`src/rtl/rv32i_pkg.sv`:
```
// Shared types and constants for the RV32I memory arbiter slice.
// Latency: none (declarations only).
// Backpressure: not applicable.
package rv32i_pkg;

  localparam int XLEN   = 32;
  localparam int STRB_W = 4;

  // Owner encoding of the access currently in flight
  localparam logic OWN_IF = 1'b0;
  localparam logic OWN_D  = 1'b1;

  typedef enum logic [1:0] {
    IDLE  = 2'd0,
    ISSUE = 2'd1,
    WAIT  = 2'd2,
    RESP  = 2'd3
  } state_t;

endpackage

```
`src/rtl/rv32i_mem_grant.sv`:
```
// Picks which requester owns the next memory access; data first, fetch protected from starvation.
// Latency: grant is combinational; run counter updates on the accepting edge.
// Backpressure: grant only names a winner; the caller gates acceptance with its own state.
module rv32i_mem_grant
  import rv32i_pkg::*;
#(
  parameter int MAX_DATA_RUN = 2
) (
  input  logic clk,
  input  logic reset,
  input  logic i_if_valid,
  input  logic i_d_valid,
  input  logic i_accept,
  input  logic i_owner,
  output logic o_grant
);

  localparam int              RUN_W   = 4;
  localparam logic [RUN_W-1:0] RUN_MAX = RUN_W'(MAX_DATA_RUN);

  logic [RUN_W-1:0] r_run;

  // Data wins unless fetch is alone or data has used up its run against a waiting fetch
  always_comb begin
    o_grant = OWN_D;
    if (i_if_valid && !i_d_valid) begin
      o_grant = OWN_IF;
    end else if (i_if_valid && i_d_valid && (r_run == RUN_MAX)) begin
      o_grant = OWN_IF;
    end
  end

  // Count consecutive data grants that made a fetch wait; any uncontended grant restarts the run
  always_ff @(posedge clk or negedge reset) begin
    if (!reset) begin
      r_run <= '0;
    end else if (i_accept) begin
      if ((i_owner == OWN_IF) || !i_if_valid) begin
        r_run <= '0;
      end else if (r_run != RUN_MAX) begin
        r_run <= r_run + RUN_W'(1);
      end
    end
  end

endmodule

```
`src/rtl/rv32i_mem_arbiter.sv`:
```
// Shares one single-port memory between instruction fetch and load/store, one access at a time.
// Latency: acceptance edge to response pulse is 2+MEM_LAT cycles (issue, MEM_LAT wait, response).
// Backpressure: ready only in IDLE/RESP for the granted port; a new request may be taken in RESP.
module rv32i_mem_arbiter
  import rv32i_pkg::*;
#(
  parameter int MEM_LAT      = 1,
  parameter int MAX_DATA_RUN = 2
) (
  input  logic              clk,
  input  logic              reset,
  input  logic              if_req_valid,
  output logic              if_req_ready,
  input  logic [XLEN-1:0]   if_addr,
  output logic              if_rsp_valid,
  output logic [XLEN-1:0]   if_rdata,
  input  logic              d_req_valid,
  output logic              d_req_ready,
  input  logic [XLEN-1:0]   d_addr,
  input  logic              d_we,
  input  logic [XLEN-1:0]   d_wdata,
  input  logic [STRB_W-1:0] d_wstrb,
  output logic              d_rsp_valid,
  output logic [XLEN-1:0]   d_rdata,
  output logic              mem_en,
  output logic              mem_we,
  output logic [XLEN-1:0]   mem_addr,
  output logic [XLEN-1:0]   mem_wdata,
  output logic [STRB_W-1:0] mem_wstrb,
  input  logic [XLEN-1:0]   mem_rdata
);

  localparam int CNT_W = 3;

  state_t             r_state;
  state_t             w_state_nxt;
  logic [CNT_W-1:0]   r_cnt;
  logic [CNT_W-1:0]   w_cnt_nxt;
  logic               r_owner;
  logic               r_we;
  logic [XLEN-1:2]    r_addr;
  logic [XLEN-1:0]    r_wdata;
  logic [STRB_W-1:0]  r_wstrb;
  logic [XLEN-1:0]    r_if_rdata;
  logic [XLEN-1:0]    r_d_rdata;
  logic               w_grant;
  logic               w_slot_open;
  logic               w_accept;
  logic               w_capture;
  logic               w_unused;

  // Byte offset bits never reach the word-addressed memory
  assign w_unused = ^{if_addr[1:0], d_addr[1:0]};

  rv32i_mem_grant #(
    .MAX_DATA_RUN(MAX_DATA_RUN)
  ) u_grant (
    .clk        (clk),
    .reset      (reset),
    .i_if_valid (if_req_valid),
    .i_d_valid  (d_req_valid),
    .i_accept   (w_accept),
    .i_owner    (w_grant),
    .o_grant    (w_grant)
  );

  // Ready is suppressed while reset is held so nothing is accepted into a block being cleared
  assign w_slot_open  = reset && ((r_state == IDLE) || (r_state == RESP));
  assign if_req_ready = if_req_valid && (w_grant == OWN_IF) && w_slot_open;
  assign d_req_ready  = d_req_valid  && (w_grant == OWN_D)  && w_slot_open;
  assign w_accept     = if_req_ready || d_req_ready;
  assign w_capture    = (r_state == WAIT) && (r_cnt == CNT_W'(1));

  // State and wait-counter register
  always_ff @(posedge clk or negedge reset) begin
    if (!reset) begin
      r_state <= IDLE;
      r_cnt   <= '0;
    end else begin
      r_state <= w_state_nxt;
      r_cnt   <= w_cnt_nxt;
    end
  end

  // Next state: issue one cycle, wait MEM_LAT cycles, respond one cycle
  always_comb begin
    w_state_nxt = r_state;
    w_cnt_nxt   = r_cnt;
    case (r_state)
      IDLE: begin
        if (w_accept) w_state_nxt = ISSUE;
      end
      ISSUE: begin
        w_state_nxt = WAIT;
        w_cnt_nxt   = CNT_W'(MEM_LAT);
      end
      WAIT: begin
        if (r_cnt == CNT_W'(1)) begin
          w_state_nxt = RESP;
        end
        w_cnt_nxt = r_cnt - CNT_W'(1);
      end
      RESP: begin
        w_state_nxt = w_accept ? ISSUE : IDLE;
      end
      default: begin
        w_state_nxt = IDLE;
      end
    endcase
  end

  // Latch the accepted request; fetches carry no write fields
  always_ff @(posedge clk or negedge reset) begin
    if (!reset) begin
      r_owner <= OWN_IF;
      r_we    <= 1'b0;
      r_addr  <= '0;
      r_wdata <= '0;
      r_wstrb <= '0;
    end else if (w_accept) begin
      r_owner <= w_grant;
      if (w_grant == OWN_D) begin
        r_addr  <= d_addr[XLEN-1:2];
        r_we    <= d_we;
        r_wdata <= d_wdata;
        r_wstrb <= d_wstrb;
      end else begin
        r_addr  <= if_addr[XLEN-1:2];
        r_we    <= 1'b0;
        r_wdata <= '0;
        r_wstrb <= '0;
      end
    end
  end

  // Capture read data into the owner's holding register on the last wait edge
  always_ff @(posedge clk or negedge reset) begin
    if (!reset) begin
      r_if_rdata <= '0;
      r_d_rdata  <= '0;
    end else if (w_capture) begin
      if (r_owner == OWN_IF) begin
        r_if_rdata <= mem_rdata;
      end else begin
        r_d_rdata  <= mem_rdata;
      end
    end
  end

  // Memory strobes are live only during ISSUE; everything else drives zero
  always_comb begin
    mem_en    = 1'b0;
    mem_we    = 1'b0;
    mem_addr  = '0;
    mem_wdata = '0;
    mem_wstrb = '0;
    if (r_state == ISSUE) begin
      mem_en   = 1'b1;
      mem_we   = r_we;
      mem_addr = {r_addr, 2'b00};
      if (r_we) begin
        mem_wdata = r_wdata;
        mem_wstrb = r_wstrb;
      end
    end
  end

  assign if_rsp_valid = (r_state == RESP) && (r_owner == OWN_IF);
  assign d_rsp_valid  = (r_state == RESP) && (r_owner == OWN_D);
  assign if_rdata     = r_if_rdata;
  assign d_rdata      = r_d_rdata;

endmodule

```
`config.mk`:
```
export PLATFORM = sky130hd
export DESIGN_NAME = rv32i_mem_arbiter
export DESIGN_NICKNAME = d
export VERILOG_FILES = /design/src/rtl/rv32i_pkg.sv /design/src/rtl/rv32i_mem_grant.sv /design/src/rtl/rv32i_mem_arbiter.sv
export SDC_FILE = /design/constraint.sdc
export NUM_CORES = 1
export LEC_CHECK = 0
export CAP_MARGIN = 20
export CORE_UTILIZATION = 40
export CTS_BUF_LIST = sky130_fd_sc_hd__clkbuf_8
export DETAILED_ROUTE_END_ITERATION = 10
export PLACE_DENSITY = 0.87
export SETUP_SLACK_MARGIN = 0.2
export SKIP_LAST_GASP = 1
export SYNTH_ARGS = -nofsm -noshare
export SYNTH_HDL_FRONTEND = slang
export SYNTH_SLANG_ARGS = --single-unit
```
`constraint.sdc`:
```
create_clock -name clk -period 3.84 [get_ports clk]
set_clock_uncertainty 0.1 [all_clocks]
set_input_delay 0.768 -clock clk [delete_from_list [all_inputs] [get_ports clk]]
set_output_delay 0.768 -clock clk [all_outputs]
set_load 0.1 [all_outputs]
```
==> out/summary.json, run 1 <==
{
  "postSynth.asyncResetShare": {"value": 1.000},
  "drtAntennaViolNets": {"value": 0},
  "yosysWarningCount": {"value": 0},
  "seq_area_frac_synth": {"value": 0.5747},
  "largest_net_degree_at_the_start_of_global_routing": {"value": 54},
  "clk_root_buffer_cell": {"value": "sky130_fd_sc_hd__clkbuf_8"},
  "synthFlopType": {"value": "sky130_fd_sc_hd__dfrtp_1"},
  "critical_path.startpoint": {"value": "d_req_valid"},
  "clock.fmax": {"value": 0.3216, "unit": "GHz"},
  "post_synth_main_area_contributors": {"value": "sky130_fd_sc_hd__dfrtp_1, sky130_fd_sc_hd__mux2_2, sky130_fd_sc_hd__a21oi_1"},
  "globalRoute.totalOverflow": {"value": 0},
  "critical_path.endpoint": {"value": "d_req_ready"},
  "cts.htree.levels": {"value": 4},
  "cts.repair.resized": {"value": 0},
  "cts_hold_buffers": {"value": 0},
  "synth_xor_xnor_area_share": {"value": 0},
  "tightest_slew": {"value": 1022, "unit": "ps"},
  "critical_path_peak_fanout": {"value": 6},
  "drt_first_iter_violations": {"value": 258},
  "setup.worst_path.end_class": {"value": "output port"},
  "grt_usage": {"value": 0.2309},
  "multiplexer_fraction_of_the_synthesized_cell_area": {"value": 0.1192},
  "global_route_wire_length_before_repair": {"value": 28460, "unit": "microns"},
  "max_slew_margin": {"value": 0.3165},
  "ios": {"value": 275},
  "antenna_violations_before_repair": {"value": 0},
  "synth-adder-area-share": {"value": 0.01630},
  "die_w": {"value": 125.9, "unit": "microns"},
  "dr.pass1.iters": {"value": 4},
  "compound_cell_area_share_of_the_yosys_netlist": {"value": 0.1206},
  "synth.cell_area": {"value": 6140, "unit": "sq um"},
  "dominant_combinational_cell_family_by_area_after_synthesis": {"value": "simple AND/OR/NAND/NOR gates"},
  "globalplace.congestion": {"value": 0.7791},
  "routed_wirelength": {"value": 17520, "unit": "microns"},
  "cts-root-to-sink-buffers": {"value": 2},
  "data_arrival_time_of_the_worst_path": {"value": 2240, "unit": "ps"},
  "core": {"value": 14750, "unit": "sq um"},
  "timing.reg2reg.setup_slack": {"value": 1450, "unit": "ps"},
  "syn_avg_cell_area": {"value": 11.52, "unit": "sq um"},
  "synth-edff-count": {"value": 0},
  "critPathRequiredTime": {"value": 2970, "unit": "ps"},
  "die_h": {"value": 125.9, "unit": "microns"},
  "rsz0062_at_grt": {"value": "no"},
  "rr_worst_depth": {"value": 7},
  "dp_hpwl": {"value": 12220, "unit": "microns"},
  "critical_path.reg2reg.startpoint": {"value": "r_state[0]$_DFFE_PN0P_"},
  "yosys.area.top_type_share": {"value": 0.5747},
  "clock_sinks": {"value": 141},
  "ys_seq_elements": {"value": 141},
  "timing.setup.tns": {"value": 0, "unit": "ps"},
  "tritoncts.num_buffers": {"value": 17},
  "startpoint_type": {"value": "input pin"},
  "tritoncts_clock_tree": {"value": "yes"},
  "port_buffer_count": {"value": 268},
  "layout-drive-gt1-share": {"value": 0.2307},
  "die-area": {"value": 15850, "unit": "sq um"},
  "layout-area-overhead-vs-synth": {"value": 63.89, "unit": "%"},
  "synthesis.instances": {"value": 533},
  "time_the_final_worst_path_needs_with_i_o_delays_and_setup": {"value": 3110, "unit": "ps"},
  "routed_wire_length_per_instance": {"value": 17.77, "unit": "microns"},
  "final.period_utilization": {"value": 0.8098},
  "grt_pass1_vias": {"value": 5486},
  "placement_rows": {"value": 44},
  "timing.max_cap.violations": {"value": 0},
  "drt_drc_violations_left": {"value": 0},
  "final_number_of_setup_violating_endpoints": {"value": 0},
  "final_slew_violations": {"value": 0},
  "fin_nets": {"value": 936},
  "critical_path.reg2reg.endpoint": {"value": "r_addr[30]$_DFFE_PN0P_"},
  "netlist-cell-type-count": {"value": 34},
  "number_of_antenna_repair_diodes": {"value": 0},
  "post-synth-top-area-cell": {"value": "sky130_fd_sc_hd__dfrtp_1"},
  "hold_path.class": {"value": "input pin to async pin"},
  "post_cts.repair.setup_buffers": {"value": 0},
  "criticalPathCategory": {"value": "input pin to output port"},
  "status": {"value": "finished clean"},
  "report.final.hold_viol_count": {"value": 0},
  "simple_logic_cell_fraction_of_the_synthesized_area": {"value": 0.1329},
  "floorplan.initialDensity": {"value": 0.4161},
  "dr_total_vias": {"value": 5110},
  "clk_transition_reported_paths": {"value": 80, "unit": "ps"},
  "vias_per_cell": {"value": 5.183},
  "clkLatencyLatePin": {"value": 440, "unit": "ps"}
}
through the flow:
step / cells / instance area (sq um) / utilization / setup WS [ps] / hold WS (ps)
6_report: 986 / 10060 / 0.6820 / 730.2 / 135.7
5_1_grt: 986 / 10060 / 0.6820 / 686.3 / 130.4
4_1_cts: 986 / 10060 / 0.6820 / 731.9 / 108.8
3_5_place_dp: 956 / 9657 / 0.6545 / 733.4 / 376.8
3_3_place_gp: 956 / 9657 / 0.6545 / 758.4 / 374.9
2_1_floorplan: 534 / 6143 / - / 385.8 / 358.5
state kept, by name, summed over array words and instances, names as in the netlist:
signal	count
d_rdata	32
r_we	1
r_addr	30
r_state	2
r_cnt	3
if_rdata	32
u_grant.r_run	4
r_wdata	32
r_owner	1
r_wstrb	4
cells by family (layout without fill, tap and decap cells):
family / after synthesis / after routing
buffers and inverters: 48 / 316
muxes: 65 / 65
adders and majority gates: 8 / 8
other: 1 / 2
and+or+nand+nor: 154 / 154
DFF: 141 / 141
AOI/OAI and AO/OA: 116 / 116
critical path: stages:
cell and delay [ps]:
sky130_fd_sc_hd__clkdlybuf4s50_1 660, sky130_fd_sc_hd__inv_2 120, sky130_fd_sc_hd__o21a_1 240, sky130_fd_sc_hd__nor3_4 240
sky130_fd_sc_hd__buf_12 210
Yosys cell counts (2+ instances only):
cell / number
sky130_fd_sc_hd__nor2_1: 36
sky130_fd_sc_hd__a22o_1: 37
sky130_fd_sc_hd__nor3b_2: 2
sky130_fd_sc_hd__a21oi_1: 65
sky130_fd_sc_hd__nand3_1: 3
sky130_fd_sc_hd__dfrtp_1: 141
sky130_fd_sc_hd__nand3b_1: 2
sky130_fd_sc_hd__and2_1: 33
sky130_fd_sc_hd__inv_1: 6
sky130_fd_sc_hd__buf_4: 3
sky130_fd_sc_hd__mux2_2: 65
sky130_fd_sc_hd__o21ai_0: 6
sky130_fd_sc_hd__buf_2: 10
sky130_fd_sc_hd__and3_1: 36
sky130_fd_sc_hd__clkbuf_1: 26
sky130_fd_sc_hd__nand2_1: 32
sky130_fd_sc_hd__o21a_1: 2
sky130_fd_sc_hd__ha_1: 8
sky130_fd_sc_hd__nor2b_1: 2
sky130_fd_sc_hd__nand2b_1: 3
sky130_fd_sc_hd__buf_6: 2
per-layer routing:
metal | track usage | wire, microns
met1 | 0.2637 | 6908
met2 | 0.3942 | 8731
met3 | 0.08539 | 1472
met4 | 0.08717 | 410
met5 | 0 | 0
worst min-delay path by stage:
| stage | from | to | depth (start not counted) | slack, ps |
|---|---|---|---|---|
| after global routing | reset | d_rdata[22]$_DFFE_PN0P_ | 1 | 130 |
| after detailed placement | r_wdata[3]$_DFFE_PN0P_ | r_wdata[3]$_DFFE_PN0P_ | 1 | 380 |
| after CTS | reset | d_rdata[22]$_DFFE_PN0P_ | 1 | 110 |
| after global placement | r_wstrb[1]$_DFFE_PN0P_ | r_wstrb[1]$_DFFE_PN0P_ | 1 | 370 |
| final | reset | d_rdata[22]$_DFFE_PN0P_ | 1 | 140 |
| after floorplan | r_wstrb[2]$_DFFE_PN0P_ | r_wstrb[2]$_DFFE_PN0P_ | 1 | 360 |
area by class of cell:
class                           instances  area [sq um]
Tap cell                              184         230.2
Clock buffer                           19         261.5
Clock inverter                         11         143.9
Timing Repair Buffer                  279          3450
Fill cell                            1057          4692
Inverter                                7         26.28
Multi-Input combinational cell        345          2422
Sequential cell                       141          3528
layout by cell type (no fill, tap or decap), types with 3 or more instances in the layout:
| cell | netlist | final |
|---|---|---|
| sky130_fd_sc_hd__a21oi_1 | 65 | 65 |
| sky130_fd_sc_hd__a22o_1 | 37 | 37 |
| sky130_fd_sc_hd__and2_1 | 33 | 33 |
| sky130_fd_sc_hd__and3_1 | 36 | 36 |
| sky130_fd_sc_hd__buf_12 | 0 | 69 |
| sky130_fd_sc_hd__buf_4 | 3 | 14 |
| sky130_fd_sc_hd__bufinv_16 | 0 | 3 |
| sky130_fd_sc_hd__clkbuf_8 | 0 | 19 |
| sky130_fd_sc_hd__clkdlybuf4s50_1 | 0 | 195 |
| sky130_fd_sc_hd__clkinvlp_4 | 0 | 3 |
| sky130_fd_sc_hd__dfrtp_1 | 141 | 141 |
| sky130_fd_sc_hd__ha_1 | 8 | 8 |
| sky130_fd_sc_hd__inv_1 | 6 | 7 |
| sky130_fd_sc_hd__mux2_2 | 65 | 65 |
| sky130_fd_sc_hd__nand2_1 | 32 | 32 |
| sky130_fd_sc_hd__nand2b_1 | 3 | 3 |
| sky130_fd_sc_hd__nand3_1 | 3 | 3 |
| sky130_fd_sc_hd__nor2_1 | 36 | 35 |
| sky130_fd_sc_hd__o21ai_0 | 6 | 6 |
Power of run 1 is not shown: default switching activity piles up to over one toggle a cycle in this logic, so the estimate is an artifact.
==> run 2, diff against run 1 <==
==> constraint.sdc (replaced) <==
create_clock -name clk -period 3 [get_ports clk]
set_clock_uncertainty 0.1 [all_clocks]
set_input_delay 0.6 -clock clk [delete_from_list [all_inputs] [get_ports clk]]
set_output_delay 0.6 -clock clk [all_outputs]
set_load 0.1 [all_outputs]
==> out/summary.json, run 2 (synthesis results as in run 1) <==
{
  "status": {"value": "finished clean"},
  "tightest_slew": {"value": 807.5, "unit": "ps"},
  "hold_path.class": {"value": "input pin to async pin"},
  "report.final.hold_viol_count": {"value": 0},
  "largest_net_degree_at_the_start_of_global_routing": {"value": 142},
  "globalRoute.totalOverflow": {"value": 0},
  "critPathRequiredTime": {"value": 2300, "unit": "ps"},
  "die-area": {"value": 15850, "unit": "sq um"},
  "rsz0062_at_grt": {"value": "no"},
  "vias_per_cell": {"value": 5.179},
  "globalplace.congestion": {"value": 0.7636},
  "routed_wire_length_per_instance": {"value": 17.27, "unit": "microns"},
  "drt_drc_violations_left": {"value": 0},
  "fin_nets": {"value": 943},
  "drtAntennaViolNets": {"value": 0},
  "cts_hold_buffers": {"value": 0},
  "layout-area-overhead-vs-synth": {"value": 63.56, "unit": "%"},
  "die_h": {"value": 125.9, "unit": "microns"},
  "critical_path_peak_fanout": {"value": 4},
  "critical-path-max-stage-delay": {"value": 410, "unit": "ps"},
  "timing.max_cap.violations": {"value": 0},
  "setup.worst_path.end_class": {"value": "output port"},
  "grt_pass1_vias": {"value": 5530},
  "clk_transition_reported_paths": {"value": 90, "unit": "ps"},
  "clkLatencyLatePin": {"value": 430, "unit": "ps"},
  "layout-drive-gt1-share": {"value": 0.3679},
  "dr_total_vias": {"value": 5148},
  "placement_rows": {"value": 44},
  "multi_input_comb_area": {"value": 2482, "unit": "sq um"},
  "clock.fmax": {"value": 0.3720, "unit": "GHz"},
  "crit_slowest_cell": {"value": "sky130_fd_sc_hd__dfrtp_1"},
  "cts-root-to-sink-buffers": {"value": 2},
  "tritoncts_clock_tree": {"value": "yes"},
  "layout.area.seq": {"value": 3530, "unit": "sq um"},
  "drt_first_iter_violations": {"value": 257},
  "final_number_of_setup_violating_endpoints": {"value": 0},
  "cell_family_contributing_the_most_delay_on_the_critical_path": {"value": "flip-flops"},
  "nFillCells": {"value": 1037},
  "final_core_utilization": {"value": 0.6806},
  "criticalPathCategory": {"value": "register to output port"},
  "critical_path.cell_chain": {"value": "inv_1 -> ha_1 -> nor3b_2 -> o21a_1 -> nor3_4 -> buf_4 -> buf_12"},
  "port_buffer_count": {"value": 268},
  "final_slew_violations": {"value": 0},
  "antenna_violations_before_repair": {"value": 0},
  "clock_sinks": {"value": 141},
  "data_arrival_time_of_the_worst_path": {"value": 1990, "unit": "ps"},
  "grt_usage": {"value": 0.2243},
  "die_w": {"value": 125.9, "unit": "microns"},
  "worstPathBufferInverterCount": {"value": 3},
  "routed_wirelength": {"value": 17170, "unit": "microns"},
  "time_the_final_worst_path_needs_with_i_o_delays_and_setup": {"value": 2688, "unit": "ps"},
  "timing.setup.tns": {"value": 0, "unit": "ps"},
  "cts.htree.levels": {"value": 4},
  "dp_hpwl": {"value": 11840, "unit": "microns"},
  "layout_commonest_cell": {"value": "sky130_fd_sc_hd__dfrtp_1"},
  "dr.pass1.iters": {"value": 4},
  "startpoint_type": {"value": "register"},
  "clk_root_buffer_cell": {"value": "sky130_fd_sc_hd__clkbuf_8"},
  "layout_common_cells": {"value": "sky130_fd_sc_hd__dfrtp_1, sky130_fd_sc_hd__clkdlybuf4s50_1, sky130_fd_sc_hd__buf_4, sky130_fd_sc_hd__buf_12"},
  "number_of_antenna_repair_diodes": {"value": 0},
  "core": {"value": 14750, "unit": "sq um"},
  "ios": {"value": 275},
  "tritoncts.num_buffers": {"value": 17},
  "max_slew_margin": {"value": 0.4617},
  "worst_hold_slack": {"value": 146.9, "unit": "ps"},
  "global_route_wire_length_before_repair": {"value": 27920, "unit": "microns"},
  "floorplan.initialDensity": {"value": 0.4161},
  "final.period_utilization": {"value": 0.8960}
}
-- run 2: area by class of cell --
cell class / instances / share of cell area
inverter: 7 / 0.002617
tap: 184 / 0.02293
clock inverter: 11 / 0.01184
multi-input combinational: 345 / 0.2472
clock buffer: 20 / 0.02741
sequential: 141 / 0.3515
timing repair buffer: 286 / 0.3365
-- run 2: final timing paths --
| kind | from | to | slack (ps) | cells after the start |
|---|---|---|---|---|
| min in group clk | r_wdata[19]$_DFFE_PN0P_ | r_wdata[19]$_DFFE_PN0P_ | 400 | 1 |
| worst max-delay path | u_grant.r_run[0]$_DFFE_PN0P_ | d_req_ready | 310 | 7 |
| max in group asynchronous | reset | r_state[0]$_DFFE_PN0P_ | 1950 | 2 |
| worst max register to register | u_grant.r_run[0]$_DFFE_PN0P_ | r_wdata[17]$_DFFE_PN0P_ | 850 | 8 |
| worst min register to register | r_wdata[19]$_DFFE_PN0P_ | r_wdata[19]$_DFFE_PN0P_ | 400 | 1 |
| worst min-delay path | reset | r_addr[3]$_DFFE_PN0P_ | 150 | 2 |
-- run 2: worst register-to-register path, stage by stage (launching register included) --
cell                      delay (ps)
sky130_fd_sc_hd__dfrtp_1         410
sky130_fd_sc_hd__inv_1            60
sky130_fd_sc_hd__ha_1            190
sky130_fd_sc_hd__nor3b_2         180
sky130_fd_sc_hd__o21a_1          210
sky130_fd_sc_hd__nor3_4          160
sky130_fd_sc_hd__buf_4           160
sky130_fd_sc_hd__buf_4           370
sky130_fd_sc_hd__a22o_1          230
-- run 2: routing by layer --
| layer | routed length (microns) | share of wire | GRT usage | up-vias |
|---|---|---|---|---|
| met1 | 7041 | 0.41 | 0.2684 | 2513 |
| met5 | 0 | 0 | 0 | - |
| met3 | 1233 | 0.072 | 0.06797 | 28 |
| met4 | 376 | 0.022 | 0.08079 | 0 |
| met2 | 8513 | 0.50 | 0.3819 | 228 |
| li1 | - | - | - | 2379 |
-- run 2: what timing repair did --
action,4_1_cts,5_1_grt
pin swaps,1,0
gates resized for setup,3,2
endpoints found under the setup margin,2,1
buffers inserted,1,4
-- run 2: through the flow --
stage	setup slack (ps)	area [sq um]	std cells
2_1_floorplan	24.37	6193	534
3_3_place_gp	315.3	9599	958
3_5_place_dp	349.7	9599	958
4_1_cts	234.1	10010	990
5_1_grt	203.1	10040	994
6_report	311.9	10040	994
Power of run 2 is left out for the same reason.
